[src/rtl/viewport_ctrl_if.sv]
// Display-control and cell-toggle bus between viewport_ctrl, the VGA scan-out stage
// and the cell-memory writer.
interface viewport_ctrl_if #(
    parameter int unsigned WIDTH = 11
);
    logic [15:0]        shift_x;
    logic [15:0]        shift_y;
    logic [3:0]         scroll;
    logic               setting_status;
    logic [2*WIDTH-1:0] setting_pos;
    logic               toggle_req;
    logic [2*WIDTH-1:0] toggle_pos;
    logic               toggle_ack;

    modport master (
        output shift_x, shift_y, scroll, setting_status, setting_pos,
        output toggle_req, toggle_pos,
        input  toggle_ack
    );

    modport slave (
        input  shift_x, shift_y, scroll, setting_status, setting_pos,
        input  toggle_req, toggle_pos,
        output toggle_ack
    );
endinterface

[src/rtl/viewport_ctrl.sv]
// Viewport/cursor controller: button sync + debounce, VIEW/SET/CLAMP FSM, cell-toggle req/ack.
// Define VIEWPORT_AUTO_REPEAT_EN to build auto-repeat on the four direction buttons.
module viewport_ctrl #(
    parameter int unsigned WIDTH           = 11,
    parameter int unsigned HSIZE           = 800,
    parameter int unsigned VSIZE           = 600,
    parameter int unsigned P_PARAM_N       = 1600,
    parameter int unsigned P_PARAM_M       = 1200,
    parameter int unsigned MAX_SCROLL      = 4,
    parameter int unsigned DEBOUNCE_CYCLES = 500000,
    parameter int unsigned REPEAT_DELAY    = 25000000,
    parameter int unsigned REPEAT_RATE     = 5000000
) (
    input  logic            clk,
    input  logic            rst_n,
    input  logic            btn_up,
    input  logic            btn_down,
    input  logic            btn_left,
    input  logic            btn_right,
    input  logic            btn_zoom_in,
    input  logic            btn_zoom_out,
    input  logic            btn_mode,
    input  logic            btn_toggle,
    viewport_ctrl_if.master vp
);
    localparam int unsigned NBTN  = 8;
    localparam int unsigned NDIR  = 4;
    localparam int unsigned PW    = 2 * WIDTH;
    localparam int unsigned DBW   = (DEBOUNCE_CYCLES > 1) ? $clog2(DEBOUNCE_CYCLES) : 1;
    localparam int unsigned B_UP    = 0;
    localparam int unsigned B_DOWN  = 1;
    localparam int unsigned B_LEFT  = 2;
    localparam int unsigned B_RIGHT = 3;
    localparam int unsigned B_ZIN   = 4;
    localparam int unsigned B_ZOUT  = 5;
    localparam int unsigned B_MODE  = 6;
    localparam int unsigned B_TOG   = 7;

    localparam logic [15:0] N_C          = 16'(P_PARAM_N);
    localparam logic [15:0] M_C          = 16'(P_PARAM_M);
    localparam logic [3:0]  SCROLL_MAX_C = 4'(MAX_SCROLL);

    // A zero timing parameter would make the counters meaningless.
    if (DEBOUNCE_CYCLES == 0 || REPEAT_DELAY == 0 || REPEAT_RATE == 0) begin : g_cfg_chk
        $error("viewport_ctrl: timing parameters must be non-zero");
    end

    typedef enum logic [1:0] {
        ST_VIEW       = 2'd0,
        ST_SET        = 2'd1,
        ST_CLAMP_VIEW = 2'd2,
        ST_CLAMP_SET  = 2'd3
    } state_t;

    // ---------------- button front end ----------------
    logic [NBTN-1:0] btn_raw_c;
    logic [NBTN-1:0] sync1_q, sync2_q;
    logic [NBTN-1:0] deb_q, deb_d;
    logic [NBTN-1:0] press_q, press_d;
    logic [DBW-1:0]  db_cnt_q [NBTN];
    logic [DBW-1:0]  db_cnt_d [NBTN];

    assign btn_raw_c = {btn_toggle, btn_mode, btn_zoom_out, btn_zoom_in,
                        btn_right, btn_left, btn_down, btn_up};

    // Level flips after DEBOUNCE_CYCLES consecutive disagreeing samples; press is the 0->1 flip.
    always_comb begin
        deb_d   = deb_q;
        press_d = '0;
        for (int i = 0; i < NBTN; i++) begin
            db_cnt_d[i] = db_cnt_q[i];
            if (sync2_q[i] == deb_q[i]) begin
                db_cnt_d[i] = '0;
            end else if (db_cnt_q[i] == DBW'(DEBOUNCE_CYCLES - 1)) begin
                db_cnt_d[i] = '0;
                deb_d[i]    = sync2_q[i];
                press_d[i]  = sync2_q[i];
            end else begin
                db_cnt_d[i] = db_cnt_q[i] + DBW'(1);
            end
        end
    end

    always_ff @(posedge clk or negedge rst_n) begin
        if (!rst_n) begin
            sync1_q <= '0;
            sync2_q <= '0;
            deb_q   <= '0;
            press_q <= '0;
            for (int i = 0; i < NBTN; i++) db_cnt_q[i] <= '0;
        end else begin
            sync1_q <= btn_raw_c;
            sync2_q <= sync1_q;
            deb_q   <= deb_d;
            press_q <= press_d;
            for (int i = 0; i < NBTN; i++) db_cnt_q[i] <= db_cnt_d[i];
        end
    end

    // ---------------- direction auto-repeat ----------------
    logic [NDIR-1:0] rpt_c;

`ifdef VIEWPORT_AUTO_REPEAT_EN
    localparam int unsigned RPT_MAX = (REPEAT_DELAY > REPEAT_RATE) ? REPEAT_DELAY : REPEAT_RATE;
    localparam int unsigned RW      = $clog2(RPT_MAX + 1);

    logic [RW-1:0]   rpt_cnt_q [NDIR];
    logic [RW-1:0]   rpt_cnt_d [NDIR];
    logic [NDIR-1:0] rpt_armed_q, rpt_armed_d;
    logic [NDIR-1:0] rpt_q, rpt_d;

    // First repeat after REPEAT_DELAY held cycles, then one every REPEAT_RATE.
    always_comb begin
        rpt_armed_d = rpt_armed_q;
        rpt_d       = '0;
        for (int i = 0; i < NDIR; i++) begin
            rpt_cnt_d[i] = rpt_cnt_q[i];
            if (!deb_q[i]) begin
                rpt_cnt_d[i]   = '0;
                rpt_armed_d[i] = 1'b0;
            end else if (!rpt_armed_q[i] && rpt_cnt_q[i] == RW'(REPEAT_DELAY - 1)) begin
                rpt_cnt_d[i]   = '0;
                rpt_armed_d[i] = 1'b1;
                rpt_d[i]       = 1'b1;
            end else if (rpt_armed_q[i] && rpt_cnt_q[i] == RW'(REPEAT_RATE - 1)) begin
                rpt_cnt_d[i] = '0;
                rpt_d[i]     = 1'b1;
            end else begin
                rpt_cnt_d[i] = rpt_cnt_q[i] + RW'(1);
            end
        end
    end

    always_ff @(posedge clk or negedge rst_n) begin
        if (!rst_n) begin
            rpt_armed_q <= '0;
            rpt_q       <= '0;
            for (int i = 0; i < NDIR; i++) rpt_cnt_q[i] <= '0;
        end else begin
            rpt_armed_q <= rpt_armed_d;
            rpt_q       <= rpt_d;
            for (int i = 0; i < NDIR; i++) rpt_cnt_q[i] <= rpt_cnt_d[i];
        end
    end

    assign rpt_c = rpt_q;
`else
    assign rpt_c = '0;
`endif

    // ---------------- event decode ----------------
    logic [NDIR-1:0] dir_ev_c;
    logic [1:0]      dx_c, dy_c;
    logic            ev_mode_c, ev_tog_c, ev_zin_c, ev_zout_c;

    assign dir_ev_c  = press_q[NDIR-1:0] | rpt_c;
    assign dx_c      = {dir_ev_c[B_LEFT], dir_ev_c[B_RIGHT]};
    assign dy_c      = {dir_ev_c[B_UP],   dir_ev_c[B_DOWN]};
    assign ev_mode_c = press_q[B_MODE];
    assign ev_tog_c  = press_q[B_TOG];
    assign ev_zin_c  = press_q[B_ZIN];
    assign ev_zout_c = press_q[B_ZOUT];

    // dir 2'b01 steps up, 2'b10 steps down, anything else (idle or cancelled) holds.
    function automatic logic [15:0] sat_step(input logic [15:0] v, input logic [1:0] dir,
                                             input logic [15:0] hi);
        logic [15:0] r;
        r = v;
        if (dir == 2'b01 && v < hi)         r = v + 16'd1;
        else if (dir == 2'b10 && v != 16'd0) r = v - 16'd1;
        return r;
    endfunction

    // ---------------- viewport FSM ----------------
    state_t          state_q, state_d;
    logic [15:0]     sx_q, sx_d, sy_q, sy_d;
    logic [15:0]     cx_q, cx_d, cy_q, cy_d;
    logic [3:0]      scroll_q, scroll_d;
    logic            status_q, status_d;
    logic [PW-1:0]   spos_q, spos_d;
    logic            req_q, req_d;
    logic [PW-1:0]   tpos_q, tpos_d;
    logic [15:0]     vis_w_c, vis_h_c, max_x_c, max_y_c;

    assign vis_w_c = 16'(HSIZE) >> scroll_q;
    assign vis_h_c = 16'(VSIZE) >> scroll_q;
    assign max_x_c = (vis_w_c >= N_C) ? 16'd0 : N_C - vis_w_c;
    assign max_y_c = (vis_h_c >= M_C) ? 16'd0 : M_C - vis_h_c;

    always_comb begin
        state_d  = state_q;
        sx_d     = sx_q;
        sy_d     = sy_q;
        cx_d     = cx_q;
        cy_d     = cy_q;
        scroll_d = scroll_q;
        req_d    = req_q;
        tpos_d   = tpos_q;

        if (req_q && vp.toggle_ack) req_d = 1'b0;

        unique case (state_q)
            ST_VIEW, ST_SET: begin
                if (ev_mode_c) begin
                    if (state_q == ST_VIEW) begin
                        state_d = ST_SET;
                        cx_d    = sx_q + (vis_w_c >> 1);
                        cy_d    = sy_q + (vis_h_c >> 1);
                    end else begin
                        state_d = ST_VIEW;
                    end
                end else if (ev_tog_c) begin
                    if (state_q == ST_SET && !req_q) begin
                        req_d  = 1'b1;
                        tpos_d = spos_q;
                    end
                end else if (ev_zin_c) begin
                    if (scroll_q < SCROLL_MAX_C) begin
                        scroll_d = scroll_q + 4'd1;
                        state_d  = (state_q == ST_SET) ? ST_CLAMP_SET : ST_CLAMP_VIEW;
                    end
                end else if (ev_zout_c) begin
                    if (scroll_q != 4'd0) begin
                        scroll_d = scroll_q - 4'd1;
                        state_d  = (state_q == ST_SET) ? ST_CLAMP_SET : ST_CLAMP_VIEW;
                    end
                end else if (state_q == ST_VIEW) begin
                    sx_d = sat_step(sx_q, dx_c, max_x_c);
                    sy_d = sat_step(sy_q, dy_c, max_y_c);
                end else begin
                    cx_d = sat_step(cx_q, dx_c, N_C - 16'd1);
                    cy_d = sat_step(cy_q, dy_c, M_C - 16'd1);
                    // Pull the window just far enough to keep the cursor on screen.
                    if (cx_d < sx_q)                       sx_d = cx_d;
                    else if (cx_d > sx_q + vis_w_c - 16'd1) sx_d = cx_d - vis_w_c + 16'd1;
                    if (cy_d < sy_q)                       sy_d = cy_d;
                    else if (cy_d > sy_q + vis_h_c - 16'd1) sy_d = cy_d - vis_h_c + 16'd1;
                end
            end
            ST_CLAMP_VIEW, ST_CLAMP_SET: begin
                if (sx_q > max_x_c) sx_d = max_x_c;
                if (sy_q > max_y_c) sy_d = max_y_c;
                state_d = (state_q == ST_CLAMP_SET) ? ST_SET : ST_VIEW;
            end
            default: state_d = ST_VIEW;
        endcase

        status_d = (state_d == ST_SET) || (state_d == ST_CLAMP_SET);
        // Multiply stage: linear cursor address trails cx/cy by one register.
        spos_d   = PW'(32'(cy_q) * 32'(P_PARAM_N) + 32'(cx_q));
    end

    always_ff @(posedge clk or negedge rst_n) begin
        if (!rst_n) begin
            state_q  <= ST_VIEW;
            sx_q     <= '0;
            sy_q     <= '0;
            cx_q     <= '0;
            cy_q     <= '0;
            scroll_q <= '0;
            status_q <= 1'b0;
            spos_q   <= '0;
            req_q    <= 1'b0;
            tpos_q   <= '0;
        end else begin
            state_q  <= state_d;
            sx_q     <= sx_d;
            sy_q     <= sy_d;
            cx_q     <= cx_d;
            cy_q     <= cy_d;
            scroll_q <= scroll_d;
            status_q <= status_d;
            spos_q   <= spos_d;
            req_q    <= req_d;
            tpos_q   <= tpos_d;
        end
    end

    assign vp.shift_x        = sx_q;
    assign vp.shift_y        = sy_q;
    assign vp.scroll         = scroll_q;
    assign vp.setting_status = status_q;
    assign vp.setting_pos    = spos_q;
    assign vp.toggle_req     = req_q;
    assign vp.toggle_pos     = tpos_q;

endmodule

[src/flat_wrapper.sv]
// flat-port wrapper written by rule: the top's interface ports become plain ports
module viewport_ctrl_flat 
#(
    parameter int unsigned WIDTH           = 11,
    parameter int unsigned HSIZE           = 800,
    parameter int unsigned VSIZE           = 600,
    parameter int unsigned P_PARAM_N       = 1600,
    parameter int unsigned P_PARAM_M       = 1200,
    parameter int unsigned MAX_SCROLL      = 4,
    parameter int unsigned DEBOUNCE_CYCLES = 500000,
    parameter int unsigned REPEAT_DELAY    = 25000000,
    parameter int unsigned REPEAT_RATE     = 5000000
)
  (clk, rst_n, btn_up, btn_down, btn_left, btn_right, btn_zoom_in, btn_zoom_out, btn_mode, btn_toggle, vp_shift_x, vp_shift_y, vp_scroll, vp_setting_status, vp_setting_pos, vp_toggle_req, vp_toggle_pos, vp_toggle_ack);
  viewport_ctrl_if #(.WIDTH(WIDTH)) vp_i ();
  input  logic clk;
  input  logic rst_n;
  input  logic btn_up;
  input  logic btn_down;
  input  logic btn_left;
  input  logic btn_right;
  input  logic btn_zoom_in;
  input  logic btn_zoom_out;
  input  logic btn_mode;
  input  logic btn_toggle;
  output wire logic [$bits(vp_i.shift_x)-1:0] vp_shift_x;
  output wire logic [$bits(vp_i.shift_y)-1:0] vp_shift_y;
  output wire logic [$bits(vp_i.scroll)-1:0] vp_scroll;
  output wire logic [$bits(vp_i.setting_status)-1:0] vp_setting_status;
  output wire logic [$bits(vp_i.setting_pos)-1:0] vp_setting_pos;
  output wire logic [$bits(vp_i.toggle_req)-1:0] vp_toggle_req;
  output wire logic [$bits(vp_i.toggle_pos)-1:0] vp_toggle_pos;
  input wire logic [$bits(vp_i.toggle_ack)-1:0] vp_toggle_ack;
  assign vp_shift_x = vp_i.shift_x;
  assign vp_shift_y = vp_i.shift_y;
  assign vp_scroll = vp_i.scroll;
  assign vp_setting_status = vp_i.setting_status;
  assign vp_setting_pos = vp_i.setting_pos;
  assign vp_toggle_req = vp_i.toggle_req;
  assign vp_toggle_pos = vp_i.toggle_pos;
  assign vp_i.toggle_ack = vp_toggle_ack;
  viewport_ctrl #(.WIDTH(WIDTH), .HSIZE(HSIZE), .VSIZE(VSIZE), .P_PARAM_N(P_PARAM_N), .P_PARAM_M(P_PARAM_M), .MAX_SCROLL(MAX_SCROLL), .DEBOUNCE_CYCLES(DEBOUNCE_CYCLES), .REPEAT_DELAY(REPEAT_DELAY), .REPEAT_RATE(REPEAT_RATE)) u_core (.clk(clk), .rst_n(rst_n), .btn_up(btn_up), .btn_down(btn_down), .btn_left(btn_left), .btn_right(btn_right), .btn_zoom_in(btn_zoom_in), .btn_zoom_out(btn_zoom_out), .btn_mode(btn_mode), .btn_toggle(btn_toggle), .vp(vp_i));
endmodule
[config.mk]
export PLATFORM = sky130hd
export DESIGN_NAME = viewport_ctrl_flat
export DESIGN_NICKNAME = d
export VERILOG_FILES = /design/src/rtl/viewport_ctrl_if.sv /design/src/rtl/viewport_ctrl.sv /design/src/flat_wrapper.sv
export SDC_FILE = /design/constraint.sdc
export NUM_CORES = 1
export LEC_CHECK = 0
export ABC_AREA = 1
export ABC_CLOCK_PERIOD_IN_PS = 8109
export CAP_MARGIN = 10
export CORE_MARGIN = 3
export CORE_UTILIZATION = 51
export CTS_BUF_LIST = sky130_fd_sc_hd__clkbuf_8
export CTS_CLUSTER_SIZE = 14
export DETAILED_ROUTE_END_ITERATION = 16
export PLACE_DENSITY = 0.68
export SYNTH_ARGS = -nofsm -noshare
export SYNTH_HDL_FRONTEND = slang
export SYNTH_SLANG_ARGS = --single-unit
[constraint.sdc]
create_clock -name clk -period 8.11 [get_ports clk]
set_input_delay 1.622 -clock clk [delete_from_list [all_inputs] [get_ports clk]]
set_output_delay 1.622 -clock clk [all_outputs]
set_load 0.005 [all_outputs]
==> flow_metrics.py <==
metrics = {
    "timing": {
        "maxSlewHeadroom_pct": 31.5,
        "setup_ws_ps": 1680,
        "fin_tns_setup_ps": 0,
        "rsz0062_at_grt": "no",
        "finalSetupViolCount": 0,
        "drv_slew": 0,
        "fin_crit_sh_pct": 79.3,
        "clock-skew-final_ps": 44.5,
        "hold_viol": 0,
        "tightest_slew_ps": 1020,
        "max_freq_mhz": 155,
        "whs_ps": 349,
        "layout_min_cycle_time_ps": 6430,
    },
    "power_and_ir_drop": {
        "power.density_nw_per_um2": 110,
        "combPwrFrac_pct": 2.3,
        "swShare_pct": 23.9,
        "p_int_uw": 2360,
        "ir_worst_vdd_mv": 0.212,
        "seq_power_share_pct": 49.1,
        "clkPwrFrac_pct": 48.7,
        "p_sw_uw": 739,
        "p_leak_uw": 0.0144,
    },
    "finish": {
        "layout-drive-gt1-share_pct": 4.64,
        "layout.nets": 3839,
        "final_util_pct": 57.4,
        "layout_common_cells": "557 x inv_1, 543 x nand2_1, 368 x nor2_1, 336 x ha_1, 300 x dfrtp_1",
        "synthToLayoutAreaGrowth_pct": 11.0,
        "diodes": 0,
        "final_common_cell": "inv_1",
    },
    "global_route": {
        "grt_max_degree": 154,
        "grt_usage_pct": 26.6,
        "antenna_found_initial": 1,
        "grt_pass1_vias": 22500,
        "gr-total-overflow": 0,
        "grt_pass1_wl_um": 114000,
    },
    "synth": {
        "synth_top_area_share_pct": 29.7,
        "synth_area_per_cell_um2": 7.54,
        "synthCells": 3358,
        "yosysSeqAreaShare_pct": 29.7,
        "yosys-top-cells-area": "dfrtp_1 30%, ha_1 17%, nand2_1 8.1%, inv_1 8.0%, nor2_1 5.5%",
        "synth_edf_count": 0,
        "ys.flop_type": "dfrtp_1",
        "synth_cell_types": 61,
        "synthArstFlopShare_pct": 100,
        "synth_area_um2": 25300,
        "yosysWarningCount": 0,
        "synth_largest_area_cell": "dfrtp_1",
        "syn_nets": 3725,
        "synth-seq-cells": 300,
    },
    "drt": {
        "postRouteAntennaNets": 0,
        "drtIter0Drc": 1579,
        "drt_wl_total_um": 70200,
        "routed_via_density": 5.50,
        "post_drt_wl_per_cell_um": 16.8,
        "dr.pass1.iters": 6,
        "num_vias": 23000,
        "drc": 0,
    },
    "floorplanning": {
        "io_pins": 93,
        "dieWidth_um": 229,
        "die-area_um2": 52300,
        "rows": 81,
        "start_util_pct": 51.7,
        "die_h_um": 229,
        "coreArea_um2": 49000,
    },
    "placement": {
        "gp_congestion": 0.970,
        "port_buffers": 92,
        "hpwl_um": 54800,
        "dp_slack_ps": 1850,
    },
    "cts": {
        "cts_tree": "built",
        "numCtsBuffers": 55,
        "ctsResizeCount": 0,
        "cts_hold_buf": 0,
        "post-cts-setup-buffers": 0,
        "clkSlewWorstSetupHoldPaths_ps": 60,
        "clock-root-buffer": "clkbuf_8",
        "cts_max_level": 2,
        "cts.sinks": 300,
        "clk_latency_ps": 660,
        "clockBufferDepth": 3,
    },
    "worst_setup_path": {
        "slowest_delay_ps": 660,
        "required_ps": 8640,
        "crit_top_cell": "nand2_1",
        "r2r_end": "u_core.vp.shift_y[11]",
        "crit_path_end_kind": "register",
        "crit_type": "register to register",
        "r2r_slack_ps": 1680,
        "critPathMaxFanout": 19,
        "r2r-start": "u_core.vp.scroll[1]",
        "rr_worst_depth": 31,
        "worstPathArrival_ps": 6960,
        "worst_path_max_delay_cell": "ha_1",
        "start_kind": "register",
    },
    "status": {
        "status": "finished, final reports clean",
    },
    "min_path": {
        "hold_path_startpoint": "u_core.sync1_q[1]",
        "whs_endpoint": "u_core.sync2_q[1]",
        "worstHoldPathCells": 0,
        "hold_class": "register to register",
    },
    "job": {
        "drv_cap": 0,
    },
}
## worst max-delay path by stage
stage | startpoint | to | slack (ps) | depth (start not counted)
2_1_floorplan | u_core.vp.scroll[1] | u_core.vp.shift_y[11] | 2980 | 31
3_3_place_gp | u_core.vp.scroll[1] | u_core.vp.shift_y[11] | 2170 | 31
3_5_place_dp | u_core.vp.scroll[1] | u_core.vp.shift_y[11] | 1850 | 31
4_1_cts | u_core.vp.scroll[1] | u_core.vp.shift_y[11] | 1800 | 31
5_1_grt | u_core.vp.scroll[1] | u_core.vp.shift_y[11] | 1120 | 31
6_report | u_core.vp.scroll[1] | u_core.vp.shift_y[11] | 1680 | 31
## power groups by stage
stage | combinational (µW) | clock [µW] | sequential (µW)
floorplan | 28.3 | 0 | 1540
global placement | 71.3 | 0 | 1550
detailed placement | 73.6 | 0 | 1550
CTS | 73.5 | 1560 | 1520
global route | 83.3 | 1630 | 1520
finish | 69.8 | 1510 | 1520
## cells in the mapped netlist (3+ instances only)
library cell	number
and3_1	5
o221ai_1	7
nor3b_1	24
a21o_1	7
a221oi_1	3
a21oi_2	5
a21oi_1	259
nor2_2	8
nand3_1	150
o211ai_1	10
inv_2	3
o21ai_1	3
clkbuf_1	27
clkinv_1	4
nand2_4	5
a21boi_0	6
nor3_1	90
buf_1	5
nor4_1	48
nand3b_1	13
or2_2	7
nand2_1	543
ha_1	336
mux2_2	22
nor2_1	368
o2111ai_1	5
o31ai_1	5
buf_4	7
a31oi_1	22
buf_2	4
nand2_2	6
fa_1	20
nand4_1	51
o21bai_1	12
o22ai_1	18
dfrtp_1	300
a211oi_1	18
o21a_1	17
xnor2_1	44
xor2_1	130
o21ai_0	176
inv_1	540
## routing by layer
| layer | up-vias | track usage, % | part of all wire, % |
|---|---|---|---|
| met5 | - | 0 | 0.019 |
| li1 | 11400 | - | - |
| met4 | 2 | 10.4 | 3.8 |
| met2 | 649 | 45.2 | 47 |
| met3 | 149 | 3.85 | 5.3 |
| met1 | 10800 | 34.4 | 44 |
## cell families after synthesis
logic type | Yosys count | synth area share [%]
AOI/OAI and AO/OA | 586 | 13.1
xor gates and xnor gates | 175 | 6.08
adders and majority gates | 356 | 18.2
buffers and inverters | 593 | 9.02
DFF | 300 | 29.7
muxes | 23 | 1.02
and+or+nand+nor | 1325 | 22.9
## area by class of cell
type	instances	area, µm²
clock buffers	72	991
fillers	4550	20800
repair buffers	103	1020
multi-input cells	2465	15500
inverters	547	2050
well taps	664	831
flip-flops and latches	300	7510
clock inverters	29	170
## worst max-delay path, delay by kind of cell (launching register included)
family / cells / cell delay, ps
fa+ha+maj: 4 / 1470
compound gates: 7 / 1300
xor+xnor: 1 / 200
flops: 1 / 510
buf+inv: 4 / 480
simple gates: 15 / 2320
## registers in the layout (all words and copies together) (netlist names)
signal,cells
u_core.vp.shift_y,16
u_core.sync1_q,8
u_core.db_cnt_q,152
u_core.sync2_q,8
u_core.vp.toggle_pos,22
u_core.deb_q,8
u_core.press_q,8
u_core.vp.scroll,4
u_core.vp.shift_x,16
u_core.state_q,2
u_core.vp.setting_status,1
u_core.vp.toggle_req,1
u_core.cy_q,16
u_core.vp.setting_pos,22
u_core.cx_q,16
## per-stage QoR
step	power (µW)	instance area (µm²)	std cells
after detailed placement	1620	26900	4079
after floorplan	1570	25300	3358
after global placement	1620	26900	4079
after global routing	3230	28100	4180
final	3100	28100	4180
after CTS	3150	28100	4180
(Power assumes the default switching activity.)
